### config.mk
export PLATFORM = sky130hd
export DESIGN_NAME = tt_scan_ctrl
export DESIGN_NICKNAME = d
export VERILOG_FILES = /design/src/rtl/tt_scan_ctrl.sv
export SDC_FILE = /design/constraint.sdc
export NUM_CORES = 1
export LEC_CHECK = 0
export BUFFER_PORTS_ARGS = -buffer_cell sky130_fd_sc_hd__buf_2
export CAP_MARGIN = 30
export CORE_MARGIN = 1.5
export CORE_UTILIZATION = 50
export DETAILED_ROUTE_END_ITERATION = 10
export PLACE_DENSITY = 0.74
export SETUP_SLACK_MARGIN = 0.5
export SYNTH_ARGS = -nofsm -noshare
export SYNTH_HDL_FRONTEND = slang
export SYNTH_SLANG_ARGS = --single-unit
### constraint.sdc
create_clock -name clk -period 3.16 [get_ports clk]
set_input_delay 0.474 -clock clk [delete_from_list [all_inputs] [get_ports clk]]
set_output_delay 0.474 -clock clk [all_outputs]
set_load 0.02 [all_outputs]
### src/rtl/tt_scan_ctrl.sv
// Scan sequencer for a 2^SEL_W:1 mux truth-table evaluator: steps the select code,
// samples the mux output per code, rebuilds the table and compares it with a golden pattern.
module tt_scan_ctrl #(
    parameter int SEL_W  = 3,
    parameter int SETTLE = 1
) (
    input  logic                    clk,
    input  logic                    rst,
    input  logic                    start,
    input  logic [(1<<SEL_W)-1:0]   expected,
    output logic [SEL_W-1:0]        mux_sel,
    input  logic                    mux_y,
    output logic                    busy,
    output logic                    done,
    output logic                    pass,
    output logic [(1<<SEL_W)-1:0]   result,
    output logic [SEL_W:0]          mismatch_cnt
);

    localparam int ENTRIES = 1 << SEL_W;
    localparam int WC_W    = (SETTLE > 0) ? $clog2(SETTLE + 1) : 1;

    localparam logic [1:0] IDLE = 2'd0;
    localparam logic [1:0] SCAN = 2'd1;
    localparam logic [1:0] DONE = 2'd2;

    localparam logic [SEL_W-1:0] LAST_SEL = SEL_W'(ENTRIES - 1);
    localparam logic [WC_W-1:0]  WC_INIT  = WC_W'(SETTLE);

    logic [1:0]         state;
    logic [WC_W-1:0]    wcnt;
    logic [ENTRIES-1:0] exp_q;
    logic               sample_miss;
    logic [SEL_W:0]     cnt_next;

    // The count including the current sample lets pass be decided on the final sampling edge.
    assign sample_miss = mux_y ^ exp_q[mux_sel];
    assign cnt_next    = mismatch_cnt + {{SEL_W{1'b0}}, sample_miss};

    always_ff @(posedge clk or posedge rst) begin
        if (rst) begin
            state        <= IDLE;
            mux_sel      <= '0;
            busy         <= 1'b0;
            done         <= 1'b0;
            pass         <= 1'b0;
            result       <= '0;
            mismatch_cnt <= '0;
            wcnt         <= '0;
            exp_q        <= '0;
        end else begin
            done <= 1'b0;
            case (state)
                IDLE: begin
                    if (start) begin
                        state        <= SCAN;
                        busy         <= 1'b1;
                        exp_q        <= expected;
                        mux_sel      <= '0;
                        wcnt         <= WC_INIT;
                        result       <= '0;
                        mismatch_cnt <= '0;
                        pass         <= 1'b0;
                    end
                end
                SCAN: begin
                    if (wcnt != '0) begin
                        wcnt <= wcnt - 1'b1;
                    end else begin
                        result[mux_sel] <= mux_y;
                        mismatch_cnt    <= cnt_next;
                        if (mux_sel != LAST_SEL) begin
                            mux_sel <= mux_sel + 1'b1;
                            wcnt    <= WC_INIT;
                        end else begin
                            state <= DONE;
                            done  <= 1'b1;
                            pass  <= (cnt_next == '0);
                        end
                    end
                end
                DONE: begin
                    state   <= IDLE;
                    busy    <= 1'b0;
                    mux_sel <= '0;
                end
                default: begin
                    state   <= IDLE;
                    busy    <= 1'b0;
                    mux_sel <= '0;
                end
            endcase
        end
    end

endmodule
* Word-level counts from Yosys, hierarchy flattened
Cells that the tools add are included.
** Cells by class
- Reductions and logical operators :: 11
- $add $sub $neg :: 3
- Multiplexer cells :: 31
- Bitwise gates (word level) :: 2
- Eq/ne operators :: 6
- Order comparisons :: 2
** Operators by type and width (count)
- $mux W8 :: 2
- $pmux W8 S2 :: 1
- $mux W1 :: 11
- $mux W3 :: 3
- $reduce_and A3 Y1 :: 3
- $bwmux W8 :: 1
- $mux W4 :: 2
- $ne A2 B2 Y1 const B :: 4
- $pmux W4 S2 :: 1
- $mux W2 :: 3
- $pmux W1 S2 :: 3
- $pmux W3 S2 :: 1
- $reduce_and A2 Y1 :: 3
- $add A4 B1 Y4 :: 1
- $logic_not A4 Y1 :: 1
- $lt A3 B4 Y1 const B :: 1
- $pmux W2 S2 :: 1
- $reduce_and A4 Y1 :: 1
- $add A3 B1 Y3 const B :: 1
- $bmux W1 S3 :: 1
- $demux W1 S3 :: 1
- $ge A3 B1 Y1 const B :: 1
- $ne A3 B3 Y1 const B :: 1
- $eq A2 B1 Y1 const B :: 1
- 6 further kinds :: 6
** Word-level totals
- Output and inout bits :: 18
- Logic and storage cells :: 64
- Bits in registers :: 29
- Input bits :: 12

* Logic depth before layout (Yosys ltp)
- Word-level depth :: 8
- Gate-level depth with buffers :: 10
- Mapped depth without buffers :: 9

* Least setup slack after synthesis
OpenSTA, ideal clock, no wires.
- Path kind :: reg2reg
- Start :: register mux_sel[0]
- End :: register mismatch_cnt[2]
- Cell stages (with the launch flop) :: 11
- Buffers on the path :: 1
- Arrival time :: 2229 ps
- Library setup time :: 121 ps
- Data required time :: 3039 ps
- Path slack :: 810 ps
- Period minus slack after synthesis :: 2350 ps
- Cells stage by stage :: dfrtp_1 buf_2 mux2i_1 nor3_1 nor3_1 xnor2_1 ha_1 ha_1 nor2b_1 mux2_2 a22o_1
** On the way
- Longest elaborated chain between the ends :: 6
** Ends and longest elaborated chain
- start: declaration :: line 11 : output logic [SEL_W-1:0] mux_sel,
- start signal: assignment :: line 73 : mux_sel <= mux_sel + 1'b1;
- $bmux W1 S3 :: line 37 : assign sample_miss = mux_y ^ exp_q[mux_sel];
- $mux W1 (implied by the code) :: line 37
- $xor A1 B1 Y1 :: line 37
- $add A4 B1 Y4 :: line 38 : assign cnt_next = mismatch_cnt + {{SEL_W{1'b0}}, sample_miss};
- $mux W4 :: line 67 : if (wcnt != '0) begin
- $pmux W4 S2 :: line 53 : case (state)
- end signal: assignment :: line 71 : mismatch_cnt <= cnt_next;
- end: declaration :: line 17 : output logic [SEL_W:0] mismatch_cnt
No other way between the ends. The select of a mux whose other input is x is not followed.
A chain may end at the register's enable or synchronous reset.

* Worst setup path in the final report
- Start :: register mux_sel[1]
- End :: register mismatch_cnt[2]
Same word-level chain as after synthesis.

==> flow_summary_export.csv <==
group,metric,value,unit
synth,yosys_warnings,0,
place,dp_worst_setup_slack,0.549,ns
synth,syn_inst,135,
pwr,p_leak,0.000842,uW
pwr,power-per-cell-area,1120,nW/um^2
die,dieWidth,57.1,um
setup_path,r2r_start,"mux_sel[1]",
sta,worstMarginPinSlew,0.549,ns
synth,ys_seq_area_share,49.5,%
setup_path,worstSetupPathType,"flop to flop",
setup_path,cp.required,3.38,ns
setup_path,crit_start,"mux_sel[1]",
clock_network,post_cts_buffers,0,
finish,layout-drive-gt1-share,32.1,%
finish,final_common_cell,"buf_2",
global_routing,grt_overflow_total,0,
finish,mostFrequentLayoutCells,"buf_2, dfrtp_1, o21ai_0, mux2_2",
clock_network,htree_levels,2,
sta,finalSetupViolCount,0,
sta,finalWorstSetupSlack,0.693,ns
routing,viasPerCell,5.82,
place,hpwl,2080,um
routing,drc_errors,0,
global_routing,grt_max_degree,23,
routing,first_iter_violations,27,
place,io_buffers,29,
global_routing,antenna_found_initial,0,
clock_network,cts_tree,"yes",
die,row_count,19,
routing,first_pass_iters,4,
sta,skew,0.00560,ns
synth,ys_types,33,
sta,fmaxAchievable,405,MHz
sta,hold_viol,0,
finish,final_core_util,62.5,%
synth,synth-seq-cells,29,
synth,syn_area,1470,um^2
setup_path,cp_data_arrival_time,2.69,ns
routing,wirelength,2900,um
sta,slew-limit-headroom,63.3,%
clock_network,cts_resized,0,
sta,timing.setup.tns,0,ns
run_status,status,"finished clean",
die,core,2760,um^2
sta,timing.hold.ws,0.117,ns
sta,period_share,78.1,%
setup_path,end_kind,"flop",
global_routing,grt_pass1_vias,1156,
clock_network,root_buffer,"clkbuf_4",
clock_network,cts_inserted_buffers,5,
die,dieArea,3260,um^2
clock_network,cts.sinks,29,
sta,drv_slew,0,
clock_network,clk_pin_slew,0.09,ns
clock_network,cts_buffer_depth,2,
die,ioPinCount,30,
finish,antenna_cells,0,
synth,syn-mean-instance-area,10.9,um^2
finish,nNetsFinal,180,
die,start_util,53.1,%
die,die_h,57.1,um
clock_network,ctsHoldBuffers,0,
flow_run,cap_violations,0,
worst_hold_path,hold_path_class,"input pin to asynchronous set/reset pin",
sta,grt_setup_unrepaired,"no",
synth,synth_nets,151,
routing,detail-route-antenna-nets,0,
clock_network,clock_latency,0.33,ns
setup_path,critPathMaxFanout,12,
finish,nFillCells,255,
global_routing,track_usage,20.7,%
routing,via_count,1141,
global_routing,grt_pass1_wl,5060,um
routing,wire_per_inst,14.8,um
sta,finalCriticalPeriod,2.47,ns
finish,area_growth,17.7,%
setup_path,critPathLaunchType,"flop",
pwr,p_total,1930,uW
place,place_congestion,0.811,
pwr,peakVddDrop,0.000665,V
-- cell type report --
type	count	area [um^2]	area share [%]
Tap cell	31	38.8	2.25
Inverter	5	18.8	1.09
Clock inverter	1	30.0	1.74
Timing Repair Buffer	30	173	10.0
Sequential cell	29	727	42.2
Multi-Input combinational cell	93	682	39.6
Clock buffer	7	55.1	3.19
-- sequential cells by signal, indices dropped and copies added (netlist names) --
name and cells:
state 2, exp_q 8, busy 1, done 1
mismatch_cnt 4, result 8, mux_sel 3, pass 1
wcnt 1
-- kinds of logic (layout without fill, tap and decap cells) --
family / count (synthesis) / count (layout) / share of synthesized area (%)
AO/OA/AOI/OAI: 38 / 38 / 16.6
AND/OR/NAND/NOR: 32 / 32 / 12.7
flip-flops: 29 / 29 / 49.5
multiplexers: 16 / 16 / 12.0
buffers and inverters: 13 / 43 / 3.93
adder cells (fa/ha/maj): 4 / 4 / 3.42
XOR/XNOR: 3 / 3 / 1.79
-- power breakdown --
group / internal, uW / switching (uW)
clock network: 189 / 130
logic: 422 / 488
registers: 526 / 175
-- synth_stat cells, drive strengths merged --
cell type | count | area, um^2
dfrtp | 29 | 726
o21ai | 15 | 75.1
mux2 | 10 | 116
buf | 7 | 35.0
nor2 | 7 | 28.8
mux2i | 6 | 60.1
nand2b | 6 | 47.5
a22o | 5 | 43.8
inv | 5 | 18.8
nand2 | 5 | 18.8
nor3 | 5 | 36.3
a31oi | 4 | 25.0
ha | 4 | 50.1
nor2b | 4 | 25.0
o31ai | 4 | 30.0
o21a | 3 | 22.5
o22ai | 3 | 18.8
and2 | 2 | 12.5
nand3 | 2 | 10.0
xnor2 | 2 | 17.5
a21boi | 1 | 7.51
a21o | 1 | 7.51
a21oi | 1 | 5.00
clkbuf | 1 | 3.75
nor3b | 1 | 7.51
o21bai | 1 | 7.51
xor2 | 1 | 8.76
-- per-stage QoR --
stage | instance area [um^2] | instances
2_1_floorplan | 1470 | 135
3_3_place_gp | 1610 | 187
3_5_place_dp | 1640 | 188
4_1_cts | 1720 | 196
5_1_grt | 1720 | 196
6_report | 1720 | 196
-- final timing paths --
kind,endpoint,slack (ns),cells past startpoint
worst min register to register,pass,0.51,2
worst max register to register,mismatch_cnt[2],0.69,9
worst max-delay path,mismatch_cnt[2],0.69,9
min in group clk,exp_q[7],0.37,2
max in group asynchronous,mux_sel[0],2.60,3
worst min-delay path,busy,0.12,2
-- per-layer routing --
layer	share of wire, %	GRT usage [%]	vias up
li1	-	-	539
met1	44	25.8	558
met2	47	32.2	38
met3	7.0	8.62	6
met4	1.9	8.31	0
met5	0	0	-
-- critical path, stage by stage, from the launching register on --
cell	delay [ns]
dfrtp_1	0.58
nand2b_1	0.24
o22ai_1	0.11
nor3_1	0.20
xnor2_1	0.16
ha_1	0.20
ha_1	0.19
nor2b_1	0.16
mux2_2	0.35
a22o_1	0.18
Power figures use the tool's default switching activity.
